### src/rtl/rw_port_scheduler.sv
// rw_port_scheduler: registered arbiter sharing the axi_rw port between IF and MEM,
// with MEM streaks capped so a pending fetch is never starved.
module rw_port_scheduler #(
  parameter int MEM_STREAK_MAX = 4,
  parameter logic [3:0] IF_ID = 4'd0,
  parameter logic [3:0] MEM_ID = 4'd1
) (
  input  logic        clock,
  input  logic        reset,
  input  logic        if_valid,
  input  logic [63:0] if_addr,
  input  logic [1:0]  if_size,
  input  logic        if_req,
  output logic        if_ready,
  output logic [63:0] if_data_read,
  output logic [1:0]  if_resp,
  input  logic        mem_valid,
  input  logic        mem_req,
  input  logic [63:0] mem_addr,
  input  logic [1:0]  mem_size,
  input  logic [63:0] mem_data_write,
  output logic        mem_ready,
  output logic [63:0] mem_data_read,
  output logic [1:0]  mem_resp,
  output logic        rw_valid,
  output logic        rw_req,
  output logic [63:0] rw_addr,
  output logic [1:0]  rw_size,
  output logic [63:0] rw_data_write,
  output logic [3:0]  rw_id,
  input  logic        rw_ready,
  input  logic [63:0] rw_data_read,
  input  logic [1:0]  rw_resp
);
  typedef enum logic [1:0] {IDLE, BUSY, DONE} state_t;
  localparam logic [3:0] STREAK_MAX = 4'(MEM_STREAK_MAX);
  state_t state, state_nx;
  logic own, grant, grant_mem;
  logic [3:0] streak;
  logic [63:0] data_q;
  logic [1:0] resp_q;
  logic unused_if_req;
  assign unused_if_req = if_req;
  always_comb begin
    state_nx = state;
    grant = 1'b0;
    grant_mem = mem_valid && !(if_valid && streak == STREAK_MAX);
    grant = state == IDLE && (if_valid || mem_valid);
    state_nx = state == IDLE ? (grant ? BUSY : IDLE) : state == BUSY ? (rw_ready ? DONE : BUSY) : IDLE;
  end
  always_ff @(posedge clock or negedge reset)
    if (!reset) begin
      state <= IDLE;
      own <= 1'b0;
      streak <= 4'd0;
      rw_req <= 1'b0;
      rw_addr <= 64'd0;
      rw_size <= 2'd0;
      rw_data_write <= 64'd0;
      rw_id <= 4'd0;
      data_q <= 64'd0;
      resp_q <= 2'd0;
    end else begin
      state <= state_nx;
      if (grant) begin
        own <= grant_mem;
        streak <= (grant_mem && if_valid) ? (streak == STREAK_MAX ? streak : streak + 4'd1) : 4'd0;
        rw_req <= grant_mem && mem_req;
        rw_addr <= grant_mem ? mem_addr : if_addr;
        rw_size <= grant_mem ? mem_size : if_size;
        rw_data_write <= grant_mem ? mem_data_write : 64'd0;
        rw_id <= grant_mem ? MEM_ID : IF_ID;
      end
      if (state == BUSY && rw_ready) begin
        data_q <= rw_data_read;
        resp_q <= rw_resp;
      end
    end
  assign rw_valid = state == BUSY;
  assign if_ready = state == DONE && !own;
  assign mem_ready = state == DONE && own;
  assign if_data_read = data_q;
  assign mem_data_read = data_q;
  assign if_resp = resp_q;
  assign mem_resp = resp_q;
endmodule

### config.mk
export PLATFORM = sky130hd
export DESIGN_NAME = rw_port_scheduler
export DESIGN_NICKNAME = d
export VERILOG_FILES = /design/src/rtl/rw_port_scheduler.sv
export SDC_FILE = /design/constraint.sdc
export NUM_CORES = 1
export LEC_CHECK = 0
export BUFFER_PORTS_ARGS = -buffer_cell sky130_fd_sc_hd__clkbuf_2
export CORE_AREA = 2 2 210 212
export CTS_CLUSTER_SIZE = 40
export DETAILED_ROUTE_END_ITERATION = 10
export DIE_AREA = 0 0 212 214
export PLACE_DENSITY_LB_ADDON = 0.08
export SLEW_MARGIN = 25
export SYNTH_ARGS = -nofsm -noshare
export SYNTH_HDL_FRONTEND = slang
export SYNTH_SLANG_ARGS = --single-unit
### constraint.sdc
create_clock -name clock -period 3 [get_ports clock]
set_input_delay 0.3 -clock clock [delete_from_list [all_inputs] [get_ports clock]]
set_output_delay 0.3 -clock clock [all_outputs]
set_load 0.05 [all_outputs]
### Word-level counts from Yosys, hierarchy flattened

Cells that the tools add are included.

| word-level totals | value |
|---|---|
| flip-flop bits (word level) | 208 |
| input bits | 269 |
| output and inout port bits | 270 |
| word-level logic and storage cells | 38 |

| cells by class | value |
|---|---|
| $add $sub $neg | 1 |
| eq/ne operators | 4 |
| mux-type cells | 10 |
| reductions and logical operators | 13 |

Operators with widths:

| cell | count |
|---|---|
| $mux W64 | 2 |
| $logic_and A1 B1 Y1 | 8 |
| $mux W2 | 4 |
| $mux W4 | 2 |
| $add A4 B1 Y4 const B | 1 |
| $eq A4 B3 Y1 const B | 1 |
| $eq A2 B1 Y1 const B | 1 |
| $eq A2 B2 Y1 const B | 1 |
| $logic_not A1 Y1 | 2 |
| $logic_not A2 Y1 | 1 |
| $mux W1 | 2 |
| $ne A2 B2 Y1 const B | 1 |
| $reduce_and A2 Y1 | 1 |
| $logic_or A1 B1 Y1 | 1 |

### Depth between registers and ports, before layout

| logic depth | value |
|---|---|
| depth in word-level cells | 7 |
| gate-level depth with buffers | 7 |

### Worst setup path before layout

Ideal clock, no wire load.

| timing path | value |
|---|---|
| path type | reg-to-output |
| start point | register state[0] |
| end point | output if_ready |
| arrival time | 1.565 ns |
| data required time | 2.700 ns |
| path slack | 1.135 ns |
| stages on the path, launching flop included | 2 |
| path through | dfrtp_1 -> nor3b_1 |

| on the way | value |
|---|---|
| longest elaborated chain between the ends | 2 |

Ends and longest elaborated chain:

| element | line | RTL |
|---|---|---|
| from (decl) | 37 | `state_t state, state_nx;` |
| from (signal assigned) | 64 | `state <= state_nx;` |
| $eq A2 B2 Y1 | 80 | `assign if_ready = state == DONE && !own;` |
| $logic_and A1 B1 Y1 | 80 |  |
| to (decl) | 14 | `output logic if_ready,` |

Every way passes these cells.

### Worst setup path in the final report

| timing path | value |
|---|---|
| start point | register state[0] |
| end point | register data_q[29] (netlist: if_data_read[29]) |

| on the way | value |
|---|---|
| longest elaborated chain between the ends | 2 |

Ends and longest elaborated chain:

| element | line | RTL |
|---|---|---|
| $eq A2 B1 Y1 | 74 | `if (state == BUSY && rw_ready) begin` |
| $logic_and A1 B1 Y1 | 74 |  |
| to (signal assigned) | 75 | `data_q <= rw_data_read;` |
| to (decl) | 40 | `logic [63:0] data_q;` |

Every way passes these cells.
A chain may end at the register's enable or synchronous reset.

==> flow_summary_export.csv <==
group,metric,value,unit
floorplanning,io_pins,539,
timing,worstMarginPinSlew,0.651,ns
clock_tree,htree_levels,1,
timing,hold_violations,0,
drt,viasPerCell,4.50,
final_layout,fin_area,0.0151,mm²
floorplanning,dieArea,0.0454,mm²
floorplanning,die_h,214,µm
place,dp_hpwl,26000,µm
clock_tree,clkTransAtPathRegs,0.06,ns
timing,rsz0062_at_grt,"no",
synth,ys_seq_area_share,53.7,%
timing,final_max_slew_viol_count,0,
drt,initialDrtViolationCount,490,
drt,vias,9414,
synth,synth_top_cell_by_area,"dfrtp_1",
critical_path,crit_path_max_fanout,44,
place,port_buffers,534,
timing,setup_viol,0,
synth,async_reset_ff_share,100,%
final_layout,drive_gt1_share,42.7,%
timing,fin_tns_setup,0,ns
drt,wl,39600,µm
clock_tree,postCtsResizedCells,0,
critical_path,crit_family,"simple AND/OR/NAND/NOR gates",
synth,synth_top_area_share,53.7,%
power_and_ir_drop,leakage,7.13,nW
global_routing,grt_use_total,16.9,%
global_routing,grt_max_degree,113,
power_and_ir_drop,p_per_area,1350,mW/mm²
drt,avgRoutedWirePerCell,18.9,µm
clock_tree,cts_sinks,204,
min_path,hp-class,"in2reg",
timing,min_period_over_period,65.3,%
synth,synth_area_leaders,"dfrtp_1 54%, buf_4 6.3%, a2bb2oi_1 6.1%, a311oi_1 6.1%, o21ai_1 5.9%",
final_layout,syn2layout_area_growth,59.0,%
global_routing,grt_pass1_wl,60600,µm
floorplanning,die_w,212,µm
synth,ys_warn_count,0,
place,globalplace.congestion,0.722,
critical_path,cp.arrival,2.38,ns
drt,dr.pass1.iters,4,
synth,syn-cell-area,0.00951,mm²
place,place_area,0.0123,mm²
synth,syn_inst,866,
outcome,status,"finished clean",
critical_path,start_kind,"flip-flop",
timing,fmax,510,MHz
timing,maxSlewHeadroom,56.4,%
timing,fin_crit,1.96,ns
clock_tree,cts_tree,"built",
critical_path,critPathSlowestCell,"nand2_2",
run,max_cap_violations,0,
final_layout,nNetsFinal,1756,
global_routing,antenna_found_initial,1,
synth,ys_ff_latch,204,
floorplanning,core-area,0.0429,mm²
clock_tree,clock-root-buffer,"clkbuf_16",
timing,skew,0.00643,ns
power_and_ir_drop,ir_worst_vdd,1280,µV
synth,synth_edf_count,0,
synth,synth.avg_cell_area,11.0,µm²
clock_tree,clk_path_buf_depth,3,
drt,drcViolationCount,0,
floorplanning,start_util,22.2,%
drt,ant_nets,0,
global_routing,overflow,0,
clock_tree,numCtsBuffers,27,
floorplanning,num_rows,76,
critical_path,path_cells,"and2b_1 > nand2_2 > buf_12 > mux2_2",
critical_path,cp-end-kind,"flip-flop",
critical_path,critPathBufInv,1,
clock_tree,worstSkewPairLatency,0.54,ns
final_layout,utilization,35.3,%
critical_path,worstPathRequired,3.42,ns
critical_path,critPathMaxStageDelay,0.49,ns
critical_path,critical_path_class,"reg2reg",
synth,synthFlopType,"dfrtp_1",
synth,synth_cell_type_count,36,
global_routing,grt_pass1_vias,9962,
tightest hold or removal path: stages:
cell,delay (ns)
clkbuf_2,0.09
nand3_1,0.08
o21ai_1,0.06
worst paths after layout:
kind / slack (ns) / start / depth (start not counted) / end
setup / recovery: 1.04 / state[0] / 4 / if_data_read[29]
hold / removal: 0.03 / mem_data_write[57] / 3 / rw_data_write[57]
setup reg to reg: 1.04 / state[0] / 4 / if_data_read[29]
min in group asynchronous: 0.35 / reset / 2 / if_data_read[36]
hold reg to reg: 0.50 / rw_data_write[62] / 2 / rw_data_write[62]
max in group asynchronous: 1.80 / reset / 3 / if_data_read[30]
power by group:
group	internal, mW	switching, mW	total [mW]
Combinational	2.86	9.20	12.1
Clock	2.01	1.26	3.27
Sequential	4.15	0.913	5.06
area by class of cell:
type | count | area [µm²]
clock inverters | 8 | 90.1
fillers | 4488 | 27800
inverters | 5 | 18.8
well taps | 585 | 732
clock buffers | 41 | 808
flip-flops and latches | 204 | 5100
repair buffers | 752 | 4910
diodes | 1 | 2.50
multi-input cells | 495 | 3450
registers in the layout, indices dropped and copies added, names as in the netlist:
register and cells:
if_data_read 64, if_resp 2, own 1, rw_addr 64, rw_data_write 64, rw_req 1, rw_size 2, state 2
streak 4
cells in the mapped netlist, types with 2 or more instances:
cell type	instances
ha_1	2
nor2_1	2
clkbuf_1	56
mux2_2	37
inv_1	4
mux2_1	29
nand4_1	2
buf_6	2
nand3_1	67
buf_2	21
nand2_1	2
a311oi_1	66
o21ai_0	89
a2bb2oi_1	66
o21ai_1	113
buf_4	80
nor2b_1	2
buf_1	5
dfrtp_1	204
stage by stage:
| step | power (mW) | hold WS (ns) | setup slack, ns | std cells |
|---|---|---|---|---|
| after floorplan | 14.5 | 0.00441 | 1.14 | 868 |
| after global placement | 17.1 | 0.368 | 0.999 | 1845 |
| after detailed placement | 17.1 | 0.362 | 1.00 | 1845 |
| after CTS | 20.7 | 0.000211 | 0.988 | 2090 |
| after global routing | 21.4 | 0.0248 | 0.875 | 2091 |
| final | 20.4 | 0.0301 | 1.04 | 2091 |
cell families (layout without fill, tap and decap cells):
family / Yosys count / after routing / share of synthesized area, %
AO/OA/AOI/OAI: 339 / 339 / 23.2
adder cells (fa/ha/maj): 2 / 2 / 0.263
buffers and inverters: 169 / 806 / 10.3
flip-flops: 204 / 204 / 53.7
multiplexers: 66 / 66 / 7.82
other: 1 / 4 / 0.0394
AND/OR/NAND/NOR: 85 / 85 / 4.75
timing repair:
| action | 4_1_cts | 5_1_grt |
|---|---|---|
| hold buffers | 196 | 0 |
| hold endpoints to repair | 268 | 0 |
| setup buffers | 0 | 0 |
layer usage:
metal | share of wire (%) | up-vias | GRT usage (%)
li1 | - | 4405 | -
met1 | 41 | 4642 | 21.1
met5 | 0 | - | 0
met2 | 50 | 311 | 29.4
met3 | 5.6 | 56 | 3.43
met4 | 2.6 | 0 | 4.77
layout by cell type (no fill, tap or decap), types with 15 or more instances in the layout:
master	n
a2bb2oi_1	66
a311oi_1	66
buf_4	15
clkbuf_16	27
clkbuf_2	532
dfrtp_1	204
dlygate4sd3_1	196
mux2_1	29
mux2_2	37
nand3_1	67
o21ai_0	89
o21ai_1	113
No activity file was read; power rests on OpenSTA's default activity.
